File: src/rtl/pulse_gen_param.sv
// Configurable synchronous pulse generator: one-shot or periodic pulse train with
// programmable period/high time, busy/done status and a completed-period count.
module pulse_gen_param #(
  parameter int CNT_W  = 8,
  parameter int PCNT_W = 8
) (
  input  logic              clock,
  input  logic              reset,
  input  logic              start,
  input  logic              stop,
  input  logic              mode,
  input  logic [CNT_W-1:0]  period,
  input  logic [CNT_W-1:0]  high_time,
  output logic              signal,
  output logic              busy,
  output logic              done,
  output logic [PCNT_W-1:0] pulse_count
);

  typedef enum logic {IDLE, RUN} state_t;

  state_t              state_q, state_d;
  logic [CNT_W-1:0]    p_q, p_d, h_q, h_d, phase_q, phase_d;
  logic                mode_q, mode_d;
  logic                sig_q, sig_d, busy_q, busy_d, done_q, done_d;
  logic [PCNT_W-1:0]   cnt_q, cnt_d;
  logic [CNT_W-1:0]    p_in, h_in, phase_inc;

  // Clamp the requested config so 1 <= P and H <= P.
  assign p_in      = (period == '0) ? CNT_W'(1) : period;
  assign h_in      = (high_time > p_in) ? p_in : high_time;
  assign phase_inc = phase_q + CNT_W'(1);

  always_ff @(posedge clock or posedge reset) begin
    if (reset) begin
      state_q <= IDLE;
      p_q     <= CNT_W'(1);
      h_q     <= '0;
      mode_q  <= 1'b0;
      phase_q <= '0;
      sig_q   <= 1'b0;
      busy_q  <= 1'b0;
      done_q  <= 1'b0;
      cnt_q   <= '0;
    end else begin
      state_q <= state_d;
      p_q     <= p_d;
      h_q     <= h_d;
      mode_q  <= mode_d;
      phase_q <= phase_d;
      sig_q   <= sig_d;
      busy_q  <= busy_d;
      done_q  <= done_d;
      cnt_q   <= cnt_d;
    end
  end

  always_comb begin
    state_d = state_q;
    p_d     = p_q;
    h_d     = h_q;
    mode_d  = mode_q;
    phase_d = phase_q;
    sig_d   = sig_q;
    busy_d  = busy_q;
    done_d  = 1'b0;
    cnt_d   = cnt_q;
    unique case (state_q)
      IDLE: begin
        if (start && !stop) begin
          state_d = RUN;
          p_d     = p_in;
          h_d     = h_in;
          mode_d  = mode;
          phase_d = '0;
          cnt_d   = '0;
          busy_d  = 1'b1;
          sig_d   = (h_in != '0);
        end
      end
      RUN: begin
        if (stop) begin
          state_d = IDLE;
          sig_d   = 1'b0;
          busy_d  = 1'b0;
        end else if (phase_q == p_q - CNT_W'(1)) begin
          cnt_d = cnt_q + PCNT_W'(1);
          if (!mode_q) begin
            state_d = IDLE;
            sig_d   = 1'b0;
            busy_d  = 1'b0;
            done_d  = 1'b1;
          end else begin
            phase_d = '0;
            sig_d   = (h_q != '0);
          end
        end else begin
          phase_d = phase_inc;
          sig_d   = (phase_inc < h_q);
        end
      end
      default: state_d = IDLE;
    endcase
  end

  always_comb begin
    signal      = sig_q;
    busy        = busy_q;
    done        = done_q;
    pulse_count = cnt_q;
  end

endmodule

File: config.mk
export PLATFORM = sky130hd
export DESIGN_NAME = pulse_gen_param
export DESIGN_NICKNAME = d
export VERILOG_FILES = /design/src/rtl/pulse_gen_param.sv
export SDC_FILE = /design/constraint.sdc
export NUM_CORES = 1
export LEC_CHECK = 0
export ABC_AREA = 1
export CAP_MARGIN = 20
export CORE_ASPECT_RATIO = 1.2
export CORE_MARGIN = 5
export CORE_UTILIZATION = 56
export CTS_CLUSTER_DIAMETER = 80
export DETAILED_ROUTE_END_ITERATION = 8
export HOLD_SLACK_MARGIN = 0.05
export PLACE_DENSITY = 0.76
export SYNTH_ARGS = -nofsm -noshare
export SYNTH_HDL_FRONTEND = slang
export SYNTH_SLANG_ARGS = --single-unit
File: constraint.sdc
create_clock -name clock -period 2.72 [get_ports clock]
set_input_delay 0.544 -clock clock [delete_from_list [all_inputs] [get_ports clock]]
set_output_delay 0.544 -clock clock [all_outputs]
set_load 0.01 [all_outputs]
==> results of run 1 <==
[area by class of cell]
type / count / share of cell area, %
repair buffers: 54 / 15.4
multi-input cells: 239 / 43.5
flip-flops and latches: 37 / 29.3
inverters: 58 / 6.87
well taps: 56 / 2.21
clock buffers: 7 / 2.41
clock inverters: 1 / 0.276
[worst min-delay path, stage by stage (launching register included)]
cell	delay, ns
dfrtp_1	0.36
nand2_1	0.05
nand2_1	0.05
[metrics by stage]
stage                     util, %  instance area, sq um  worst slack (ns)  TNS [ns]
after floorplan                 -                  2540             0.528         0
after global placement       70.9                  3070            -0.115    -0.115
after detailed placement     70.9                  3070            -0.133    -0.133
after CTS                    72.9                  3150             0.181         0
after global routing         73.3                  3170           0.00121         0
final                        73.3                  3170             0.275         0
[worst max-delay path by stage]
stage,cells after the start,slack (ns),endpoint
3_3_place_gp,24,-0.11,signal
3_5_place_dp,24,-0.13,signal
2_1_floorplan,23,0.53,signal
6_report,24,0.27,signal
5_1_grt,24,0.001,signal
4_1_cts,24,0.18,signal
[placed cells by master, fill, tap and decap left out, types with 2 or more instances in the layout]
master	n
nand3_1	34
xnor2_1	7
nand4_1	5
clkbuf_8	5
clkdlybuf4s50_1	30
clkbuf_1	2
inv_1	55
ha_1	18
nor2_4	3
o21ai_0	20
a21oi_1	8
nor2_1	22
nor3_1	7
xor2_1	12
nand2_2	3
o21ai_2	8
nand2_1	81
buf_4	22
nand3_2	2
inv_2	3
dfrtp_1	36
[power groups by stage]
stage	Sequential, W	Clock, W	Combinational, W
finish	0.000702	0.000381	0.000548
global route	0.000713	0.000419	0.000629
CTS	0.000701	0.000388	0.000549
detailed placement	0.000711	0	0.000545
global placement	0.000709	0	0.000529
floorplan	0.000699	0	0.000370
[metal layers]
metal,up-vias,track usage (%)
met4,0,8.55
met3,10,3.98
li1,1197,-
met1,1059,25.2
met5,-,0
met2,35,36.9
[cells by family after synthesis]
| family | Yosys count | synth area share, % |
|---|---|---|
| AND/OR/NAND/NOR | 162 | 28.8 |
| flip-flops | 37 | 36.5 |
| AO/OA/AOI/OAI | 40 | 9.70 |
| buffers and inverters | 63 | 9.60 |
| adder cells (fa/ha/maj) | 18 | 8.86 |
| XOR/XNOR | 19 | 6.55 |
[sequential cells by signal (all words and copies together) (netlist names)]
register / cells
busy: 1
h_q: 8
done: 1
signal: 1
state_q: 1
p_q: 8
phase_q: 8
pulse_count: 8
mode_q: 1
==> summary.md, run 1 <==
| Metric | Value |
|---|---|
| Gate power share | 33.6% |
| CTS tree | done |
| Wl on met1 | roughly 2500 um |
| Post-CTS Hold Fix Bufs | 0 |
| Delay-heaviest family, CP | simple AND/OR/NAND/NOR gates |
| Antenna Nets Post-Route | 0 |
| CP required | roughly 2.9 ns |
| Critical Path AT | approximately 2.6 ns |
| Setup violators final | 0 |
| Total Routing Usage GR | between 20% and 30% |
| Worst-Skew Late Latency | about 0.30 ns |
| DP Cell Count | between 400 and 500 |
| Cells after synthesis | 339 |
| Hold_ws | ~0.49 ns |
| Cell Pwr Density | just over 500 nW/um^2 |
| Buf/Inv on CP | 5 |
| P_sw | between 0.0005 and 0.0006 W |
| First-pass GRT wire length | ~10000 um |
| Filler cells | 369 |
| Multi-input logic area | 1380 sq um |
| Worst r2r dst | signal |
| Largest net degree at the start of global routing | 38 |
| CP max FO | 5 |
| Crit path time final | 2.45 ns |
| Hold crit path type | flop to flop |
| Total core area | around 4300 sq um |
| CP Capture Type | flop |
| Worst slew margin | a little under two thirds |
| Ys flop type | dfrtp_1 |
| IO Count | 32 |
| Root buffer cell | clkbuf_8 |
| Slowest stage cell, crit path | clkdlybuf4s50_1 |
| Crit path kind | input port to flop |
| Post-synth design cell area | about 2500 sq um |
| Clock share of power | 23.4% |
| Register share of total power | 43.0% |
| Number of port buffers | 31 |
| Nets@finish | about 430 |
| Int Power | around 0.0011 W |
| Power, Total | roughly 0.0016 W |
| Syn nets | between 300 and 400 |
| Vias in the first global route | 2405 |
| RSZ-0062 raised after global routing | false |
| Final worst-path cycle share | about nine tenths |
| Initial antenna violation count | 0 |
| Yosys warns | 0 |
| Share of cells above drive strength 1 | 13.6% |
| HP Start | busy |
| Peak VDD IR | 0.364 mV |
| P_leak | approximately 1.7 nW |
| Full die area | ~6000 sq um |
| Number of synthesized flops with an enable pin | 0 |
| Vias per cell | between 5 and 6 |
| Post-synth ARST share | between 90% and 100% |
| Area leader, netlist | dfrtp_1 |
| Wire per inst | 12.5 um |
| Max clock buf depth | 2 |
| Initial DRC count | 82 |
| Most frequent cell after synthesis | nand2_1 |
| Worst Hold Path Cells | 2 |
| CTS buffer count | 5 |
| Synth top cells by count | nand2_1 (83), inv_1 (56), dfrtp_1 (36), nand3_1 (34), nor2_1 (22) |
| Cell chain of the critical path | clkdlybuf4s50_1 > inv_1 > nand3_1 > nor2_1 > nor2_1 > inv_1 > ha_1 > inv_1 > nand2_1 > nand2_1 > nand2_1 > nand2_1 > nand2_1 > nand2_2 > buf_6 > nand3_1 > nand2_1 > nand2_1 > nor2_1 > nand2_1 > nand2_1 > nand2_1 > nand2_1 > nand2_1 |
| Final WL | between 5000 and 6000 um |
| Final RePlAce weighted congestion | slightly below 0.9 |
| CP Launch Type | input port |
| Row count | 26 |
| Worst R2R Setup Slack | around 0.33 ns |
| Sw frac | between 30% and 40% |
| Top cells by area, synth | dfrtp_1 (35%), nand2_1 (12%), ha_1 (8.9%) |
| Slew @ Worst Pin | 0.543 ns |
| Layout Cells excl Fill | approximately 450 |
| Synth Register Bits | 37 |
| Wire length on met3 | ~170 um |
| Grt total ovfl | 0 |
| Hold Vio Cnt, Final | 0 |
| Post-synthesis sequential area ratio | 36.5% |
| Max stage delay on crit path | 0.46 ns |
| Fmax | roughly 410 MHz |
| Max-Cap Viols | 0 |
| CP Launch Point | period[4] |
| Clock-pin slew on the worst setup and hold paths | approximately 0.08 ns |
| Synth-to-layout area growth | 24.7% |
| Post-route DRC | 0 |
| Crit-path most repeated cell | nand2_1 |
| Via count | 2301 |
| ANT cells | 0 |
| Initial core utilization | between 50% and 60% |
| Clk_skew | 0.00800 ns |
| Register area | just over 900 sq um |
| Setup bufs post-CTS | 0 |
| Max Used Layer | met4 |
| Reg2Reg Launch Point | phase_q[0] |
| Die W | between 70 and 80 um |
| Register-to-Register Path Depth | 15 |
| Synth top area share | 35.5% |
| Die Y | ~84 um |
| Clk sink count | 37 |
| Dpl hpwl | roughly 4500 um |
| Max-slew violations | 0 |
| CTS resizes | 0 |
| Syn avg cell area | about 7.5 sq um |
| Hold Path Sink | busy |
| Distinct cells, synth | 28 |
| Initial DRT Pass Iterations | 4 |
| H-tree levels | 2 |
| Outcome | finished, final reports clean |
| Met2 WL | 2870 um |
(Power assumes the default switching activity.)
==> run 2: changes to the inputs <==
Settings changed: CORE_MARGIN 5 to 4, SETUP_SLACK_MARGIN from default to 0.4.
==> run 2 against run 1 <==
Total power up 9.0%. Utilization rose by 5.0 points. Sequential power about the same. Critical path type is now flop to flop. Setup slack gained 0.20 ns. Critical path depth is 9 lower. Maximum frequency is 8.7% higher.
==> summary.md, run 2 (synthesis results as in run 1) <==
| Metric | Value |
|---|---|
| Clock-pin slew on the worst setup and hold paths | 0.08 ns (about the same) |
| CP Launch Type | flop (was input port) |
| Total Routing Usage GR | 22.8% (was 21.2%) |
| Worst slew margin | 69.1% (was 63.7%) |
| Post-placement cell area | 3000 sq um (was 3070 sq um) |
| Initial DRC count | 94 (was 82) |
| Sw frac | 35.5% (about the same) |
| Register share of total power | 39.6% (was 43.0%) |
| Buf/Inv on CP | 2 (was 5) |
| Initial core utilization | 58.7% (unchanged) |
| Met2 Usage GRT | 40.6% (was 36.9%) |
| Via count | 2346 (was 2301) |
| Setup violators final | 0 (unchanged) |
| Post-route DRC | 0 (unchanged) |
| Hold crit path type | flop to flop (unchanged) |
| RSZ-0062 raised after global routing | true (was false) |
| Design area | 3390 sq um (was 3170 sq um) |
| Die W | 69.5 um (was 71.5 um) |
| P_sw | 0.000631 W (was 0.000579 W) |
| Final worst-path cycle share | 82.7% (was 89.9%) |
| Cell Pwr Density | 525 nW/um^2 (was 514 nW/um^2) |
| Hold Vio Cnt, Final | 0 (unchanged) |
| Most common cell after layout, fill and taps aside | nand2_1 (unchanged) |
| Max clock buf depth | 2 (unchanged) |
| Place WS | -0.116 ns (was -0.133 ns) |
| Crit path kind | flop to flop (was input port to flop) |
| CP required | 2.91 ns (about the same) |
| Clk sink count | 37 (unchanged) |
| Initial DRT Pass Iterations | 5 (was 4) |
| Wire per inst | 13.4 um (was 12.5 um) |
| Max stage delay on crit path | 0.36 ns (was 0.46 ns) |
| Cell chain of the critical path | inv_1 > nor3_4 > nand4_1 > nor2_1 > xor2_1 > inv_1 > ha_4 > nand2_4 > o21a_1 > nand2_2 > nand2_1 > nand4_1 > nand2_1 > nand2_1 > nand2_1 (was clkdlybuf4s50_1 > inv_1 > nand3_1 > nor2_1 > nor2_1 > inv_1 > ha_1 > inv_1 > nand2_1 > nand2_1 > nand2_1 > nand2_1 > nand2_1 > nand2_2 > buf_6 > nand3_1 > nand2_1 > nand2_1 > nor2_1 > nand2_1 > nand2_1 > nand2_1 > nand2_1 > nand2_1) |
| Delay-heaviest family, CP | simple AND/OR/NAND/NOR gates (unchanged) |
| Nets@finish | 441 (was 434) |
| Met3 Use GR | 3.92% (was 3.98%) |
| CTS tree | done (unchanged) |
| Row count | 26 (unchanged) |
| Utilization after layout | 78.3% (was 73.3%) |
| Crit path time final | 2.25 ns (was 2.45 ns) |
| CP Capture Type | flop (unchanged) |
| Initial antenna violation count | 0 (unchanged) |
| Max-Cap Viols | 0 (unchanged) |
| Synth-to-layout area growth | 33.2% (was 24.7%) |
| Largest net degree at the start of global routing | 38 (unchanged) |
| First-pass GRT wire length | 10300 um (was 10200 um) |
| Fmax | 445 MHz (was 409 MHz) |
| CP max FO | 3 (was 5) |
| Worst-Skew Late Latency | 0.29 ns (was 0.30 ns) |
| Clock share of power | 24.6% (was 23.4%) |
| Layer with the highest usage | met2 (unchanged) |
| Crit-path most repeated cell | nand2_1 (unchanged) |
| Share of cells above drive strength 1 | 27.3% (was 13.6%) |
| Antenna Nets Post-Route | 0 (unchanged) |
| Commonest non-fill, non-tap cells in the layout | nand2_1 (67), inv_1 (44), dfrtp_1 (36), nand3_1 (29), buf_4 (28) (was nand2_1 (81), inv_1 (55), dfrtp_1 (36), nand3_1 (34), clkdlybuf4s50_1 (30)) |
| Final RePlAce weighted congestion | 0.913 (was 0.894) |
| Full die area | 5680 sq um (was 5990 sq um) |
| Int Power | 0.00115 W (was 0.00105 W) |
| Slew @ Worst Pin | 0.463 ns (was 0.543 ns) |
| Slowest stage cell, crit path | dfrtp_1 (was clkdlybuf4s50_1) |
| Gate power share | 35.9% (was 33.6%) |
| Final WL | 6140 um (was 5660 um) |
| H-tree levels | 2 (unchanged) |
| Total core area | 4330 sq um (unchanged) |
| Setup ws final | 0.471 ns (was 0.275 ns) |
| Number of port buffers | 31 (unchanged) |
| IO Count | 32 (unchanged) |
| Outcome | finished, final reports clean (unchanged) |
| Clk_skew | 0.00844 ns (was 0.00800 ns) |
| Grt met1 use | 27.3% (was 25.2%) |
| ANT cells | 0 (unchanged) |
| Setup_tns | 0 ns (unchanged) |
| Root buffer cell | clkbuf_8 (unchanged) |
| CTS buffer count | 5 (unchanged) |
| Hold_ws | 0.493 ns (was 0.486 ns) |
| Vias in the first global route | 2324 (was 2405) |
| Grt total ovfl | 0 (unchanged) |
| Dpl hpwl | 4430 um (was 4530 um) |
| Worst R2R Setup Slack | 0.47 ns (was 0.33 ns) |
| Critical Path AT | 2.44 ns (was 2.64 ns) |
| Max-slew violations | 0 (unchanged) |
| Filler cells | 334 (was 369) |
| Vias per cell | 5.11 (was 5.09) |
| Die Y | 81.8 um (was 83.8 um) |
| P_leak | 1.75 nW (was 1.67 nW) |
| Peak VDD IR | 0.338 mV (was 0.364 mV) |
[run 2: layout make-up]
type | instances | area, sq um | area share [%]
Clock buffer | 7 | 96.3 | 2.85
Sequential cell | 37 | 927 | 27.4
Tap cell | 56 | 70.1 | 2.07
Clock inverter | 1 | 8.76 | 0.259
Inverter | 58 | 218 | 6.43
Multi-Input combinational cell | 239 | 1530 | 45.1
Timing Repair Buffer | 61 | 538 | 15.9
[run 2: metrics by stage]
stage	instances	power, W
after floorplan	339	0.00107
after global placement	435	0.00123
after detailed placement	435	0.00125
after CTS	450	0.00172
after global routing	459	0.00191
final	459	0.00178
[run 2: worst reg2reg max path, cell delays in order, from the launching register on]
cell and delay [ns]:
dfrtp_1 0.36, inv_1 0.10, nor3_4 0.22, nand4_1 0.15
nor2_1 0.17, xor2_1 0.16, inv_1 0.10, ha_4 0.29
nand2_4 0.05, o21a_1 0.19, nand2_2 0.07, nand2_1 0.05
nand4_1 0.08, nand2_1 0.06, nand2_1 0.06, nand2_1 0.04
[run 2: repair_timing]
action / CTS / global route
hold buffers: 0 / 0
resized for setup: 19 / 55
setup endpoints to repair: 4 / 17
setup buffers: 7 / 9
pin swaps: 7 / 30
[run 2: path summary, 6_finish.rpt]
path,from,depth (start not counted),to
hold reg to reg,h_q[3],2,h_q[3]
hold / removal,h_q[3],2,h_q[3]
min in group asynchronous,reset,3,state_q
setup reg to reg,phase_q[2],15,signal
max in group asynchronous,reset,3,p_q[0]
setup / recovery,phase_q[2],15,signal
[run 2: power groups by stage]
stage	combinational [W]	clock, W	sequential, W
2_1_floorplan	0.000370	0	0.000699
3_3_place_gp	0.000520	0	0.000709
3_5_place_dp	0.000537	0	0.000713
4_1_cts	0.000566	0.000446	0.000703
5_1_grt	0.000721	0.000468	0.000716
6_report	0.000638	0.000437	0.000703
[run 2: routing by layer]
| layer | vias up | share of wire, % |
|---|---|---|
| li1 | 1205 | - |
| met1 | 1086 | 42 |
| met2 | 39 | 52 |
| met3 | 16 | 2.6 |
| met4 | 0 | 2.9 |
| met5 | - | 0 |
==> run 3: changes to the inputs <==
Clock period 2.72 ns to 2.2 ns, I/O delays scaled along.
==> run 3 against run 2 <==
The run now fails in global routing. Synthesized cell count unchanged. Synthesized area unchanged.
==> summary.md, run 3 <==
| Metric | Value |
|---|---|
| Area leader, netlist | dfrtp_1 (unchanged) |
| CTS buffer count | 5 (unchanged) |
| Error | [ERROR DPL-0038] Utilization greater than 100%, impossible to legalize |
| Synth Register Bits | 37 (unchanged) |
| Largest net degree at the start of global routing | 38 |
| Max clock buf depth | 2 (unchanged) |
| Row count | 26 (unchanged) |
| Syn nets | 378 (unchanged) |
| Die W | 69.5 um (unchanged) |
| Final RePlAce weighted congestion | 0.906 (was 0.913) |
| Post-synthesis sequential area ratio | 36.5% (unchanged) |
| Syn avg cell area | 7.50 sq um (unchanged) |
| Stop stage | global routing |
| GR repair worst EP | signal$_DFFE_PP0P_/D |
| Initial core utilization | 58.7% (unchanged) |
| H-tree levels | 2 (unchanged) |
| Top cells by area, synth | dfrtp_1 (35%), nand2_1 (12%), ha_1 (8.9%) (unchanged) |
| Yosys warns | 0 (unchanged) |
| Distinct cells, synth | 28 (unchanged) |
| Cells after synthesis | 339 (unchanged) |
| Ys flop type | dfrtp_1 (unchanged) |
| Post-synth design cell area | 2540 sq um (unchanged) |
| Synth top area share | 35.5% (unchanged) |
| Die Y | 81.8 um (unchanged) |
| Clk sink count | 37 (unchanged) |
| DP Cell Count | 458 (was 435) |
| Number of port buffers | 31 (unchanged) |
| Kind of the worst endpoint | register input |
| Outcome | stopped before the end (was finished, final reports clean) |
| Post-CTS Hold Fix Bufs | 0 (unchanged) |
| IO Count | 32 (unchanged) |
| Dpl hpwl | 4670 um (was 4430 um) |
| Synth top cells by count | nand2_1 (83), inv_1 (56), dfrtp_1 (36), nand3_1 (34), nor2_1 (22) (unchanged) |
| Post-synth ARST share | 100% (unchanged) |
| Most frequent cell after synthesis | nand2_1 (unchanged) |
| Number of synthesized flops with an enable pin | 0 (unchanged) |
| Root buffer cell | clkbuf_8 (unchanged) |
run 3: cell counts after synthesis:
Identical to the previous run, type by type.
run 3: kinds of logic after synthesis:
family,count (synthesis),synth area share (%)
AND/OR/NAND/NOR,162,28.8
buffers and inverters,63,9.60
AO/OA/AOI/OAI,40,9.70
flip-flops,37,36.5
XOR/XNOR,19,6.55
adder cells (fa/ha/maj),18,8.86
run 3: through the flow:
stage / TNS (ns) / util (%) / hold slack (ns) / setup WS (ns) / area, sq um
after floorplan: 0 / - / 0.453 / 0.194 / 2600
after global placement: -2.06 / 75.3 / 0.468 / -0.439 / 3260
after detailed placement: -3.05 / 75.3 / 0.469 / -0.523 / 3260
after CTS: 0 / 90.1 / 0.410 / 0.0375 / 3900
run 3: timing repair:
action | 4_1_cts
pin swaps | 46
buffers inserted | 37
resized for setup | 103
setup endpoints to repair | 27
gates cloned | 3
==> run 4: changes to the inputs <==
Settings changed: CORE_ASPECT_RATIO 1.2 to default, CORE_UTILIZATION 56 to 40, CTS_CLUSTER_DIAMETER 80 to default, HOLD_SLACK_MARGIN 0.05 to default, PLACE_DENSITY 0.76 to default, PLACE_DENSITY_LB_ADDON from default to 0.15, SETUP_SLACK_MARGIN 0.4 to default.
==> run 4 against run 3 <==
The flow now finishes without violations.
==> summary.md, run 4 (synthesis results as in run 1) <==
| Metric | Value |
|---|---|
| Initial antenna violation count | 0 |
| CP Capture Type | flop |
| First-pass GRT wire length | just over 10000 um |
| Design area | between 3000 and 4000 sq um |
| Most common cell after layout, fill and taps aside | nand2_1 |
| Vias per cell | ~4.8 |
| Wire per inst | approximately 13 um |
| Delay-heaviest family, CP | simple AND/OR/NAND/NOR gates |
| Worst-Skew Late Latency | 0.30 ns |
| Max clock buf depth | 2 (unchanged) |
| Clk sink count | 37 (unchanged) |
| Outcome | finished, final reports clean (was stopped before the end) |
| HP Start | busy |
| Via count | between 2000 and 2500 |
| Commonest non-fill, non-tap cells in the layout | nand2_1 (75), buf_4 (51), inv_1 (46), dfrtp_1 (36), nand3_1 (31) |
| Final WL | ~6300 um |
| ANT cells | 0 |
| Fmax | roughly 460 MHz |
| Share of cells above drive strength 1 | 27.7% |
| CP required | 2.40 ns |
| Clock-pin slew on the worst setup and hold paths | roughly 0.080 ns |
| Hold crit path type | flop to flop |
| Max-slew violations | 0 |
| Max-Cap Viols | 0 |
| IO Count | 32 (unchanged) |
| Root buffer cell | clkbuf_8 (unchanged) |
| Peak VDD IR | around 0.39 mV |
| CP Launch Type | flop |
| Critical Path AT | approximately 2.4 ns |
| Total core area | 6030 sq um |
| CP Launch Point | phase_q[1] |
| Setup violators final | 0 |
| Initial DRT Pass Iterations | 4 |
| Slowest stage cell, crit path | dfrtp_1 |
| RSZ-0062 raised after global routing | true |
| CTS tree | done |
| Reg2Reg Launch Point | phase_q[1] |
| Post-placement cell area | 3200 sq um (was 3260 sq um) |
| Initial DRC count | 65 |
| Total Routing Usage GR | between 15 and 20% |
| Clk_skew | 0.0115 ns |
| Nets@finish | around 460 |
| Layout Cells excl Fill | 501 |
| Post-CTS Hold Fix Bufs | 0 (unchanged) |
| Grt total ovfl | 0 |
| Power, Total | roughly 0.0024 W |
| Die W | 87.7 um (was 69.5 um) |
| DP Cell Count | 478 (was 458) |
| Full die area | between 7000 and 8000 sq um |
| Crit path time final | roughly 2.2 ns |
| Worst slew margin | between 60 and 70% |
| Max stage delay on crit path | around 0.43 ns |
| Cell chain of the critical path | inv_2 > nor3_4 > nand4_1 > nor2_1 > xor2_1 > inv_1 > ha_4 > nand2_4 > o21a_1 > nand2_1 > nand2_1 > nand4_1 > nand2_1 > nand2_1 > nand2_1 |
| CTS buffer count | 5 (unchanged) |
| Hold Vio Cnt, Final | 0 |
| Initial core utilization | 42.2% (was 58.7%) |
| Vias in the first global route | around 2300 |
| Number of port buffers | 31 (unchanged) |
| CP max FO | 3 |
| Final RePlAce weighted congestion | 0.836 (was 0.906) |
| Crit-path most repeated cell | nand2_1 |
| Die Y | 87.7 um (was 81.8 um) |
| Row count | 28 (was 26) |
| Synth-to-layout area growth | 42.1% |
| Buf/Inv on CP | 2 |
| Slew @ Worst Pin | 0.477 ns |
| P_leak | 1.90 nW |
| Largest net degree at the start of global routing | 38 |
| Post-route DRC | 0 |
| Dpl hpwl | 4720 um (was 4670 um) |
| Final worst-path cycle share | between 90% and 100% |
| Crit path kind | flop to flop |
| Antenna Nets Post-Route | 0 |
| Cell Pwr Density | ~650 nW/um^2 |
| H-tree levels | 2 (unchanged) |
run 4: through the flow:
stage	worst slack [ns]	utilization, %	setup TNS [ns]	hold slack, ns
floorplan	0.0398	-	0	0.453
global placement	-0.417	53.2	-2.20	0.458
detailed placement	-0.487	53.2	-3.17	0.466
CTS	-0.118	56.4	-0.118	0.489
global route	-0.159	59.9	-0.214	0.506
finish	0.0269	59.9	0	0.484
run 4: what timing repair did:
| action | CTS | global route |
|---|---|---|
| gates resized for setup | 15 | 41 |
| setup endpoints to repair | 10 | 24 |
| pin swaps | 6 | 27 |
| cloned | 0 | 0 |
| buffers inserted | 7 | 8 |
run 4: worst paths after layout:
path / to / slack (ns) / cells after the start
max: signal / 0.03 / 15
min: busy / 0.48 / 2
max reg2reg: signal / 0.03 / 15
min reg2reg: busy / 0.48 / 2
max in group asynchronous: p_q[0] / 1.30 / 3
min in group asynchronous: phase_q[6] / 0.54 / 3
run 4: final cells by class:
class	instances	area (sq um)
clock buffers	5	68.8
clock inverters	3	46.3
fillers	567	2410
inverters	58	218
multi-input cells	239	1520
flip-flops and latches	37	927
well taps	75	93.8
repair buffers	84	733
run 4: tightest hold or removal path: stages (launching register included):
cell and delay (ns):
dfrtp_1 0.35, nand2_1 0.06, nand2_1 0.05
run 4: routing by layer:
metal,vias up,global-route usage [%],wire length (um)
li1,1254,-,-
met1,1094,22.9,2950
met2,35,27.5,3030
met3,9,2.92,177
met4,0,5.86,110
met5,-,0,0
run 4: power by group:
group,internal (W),total [W],switching (W)
logic,0.000414,0.000876,0.000462
registers,0.000779,0.000867,0.0000872
clock network,0.000339,0.000608,0.000269
total,0.00153,0.00235,0.000818
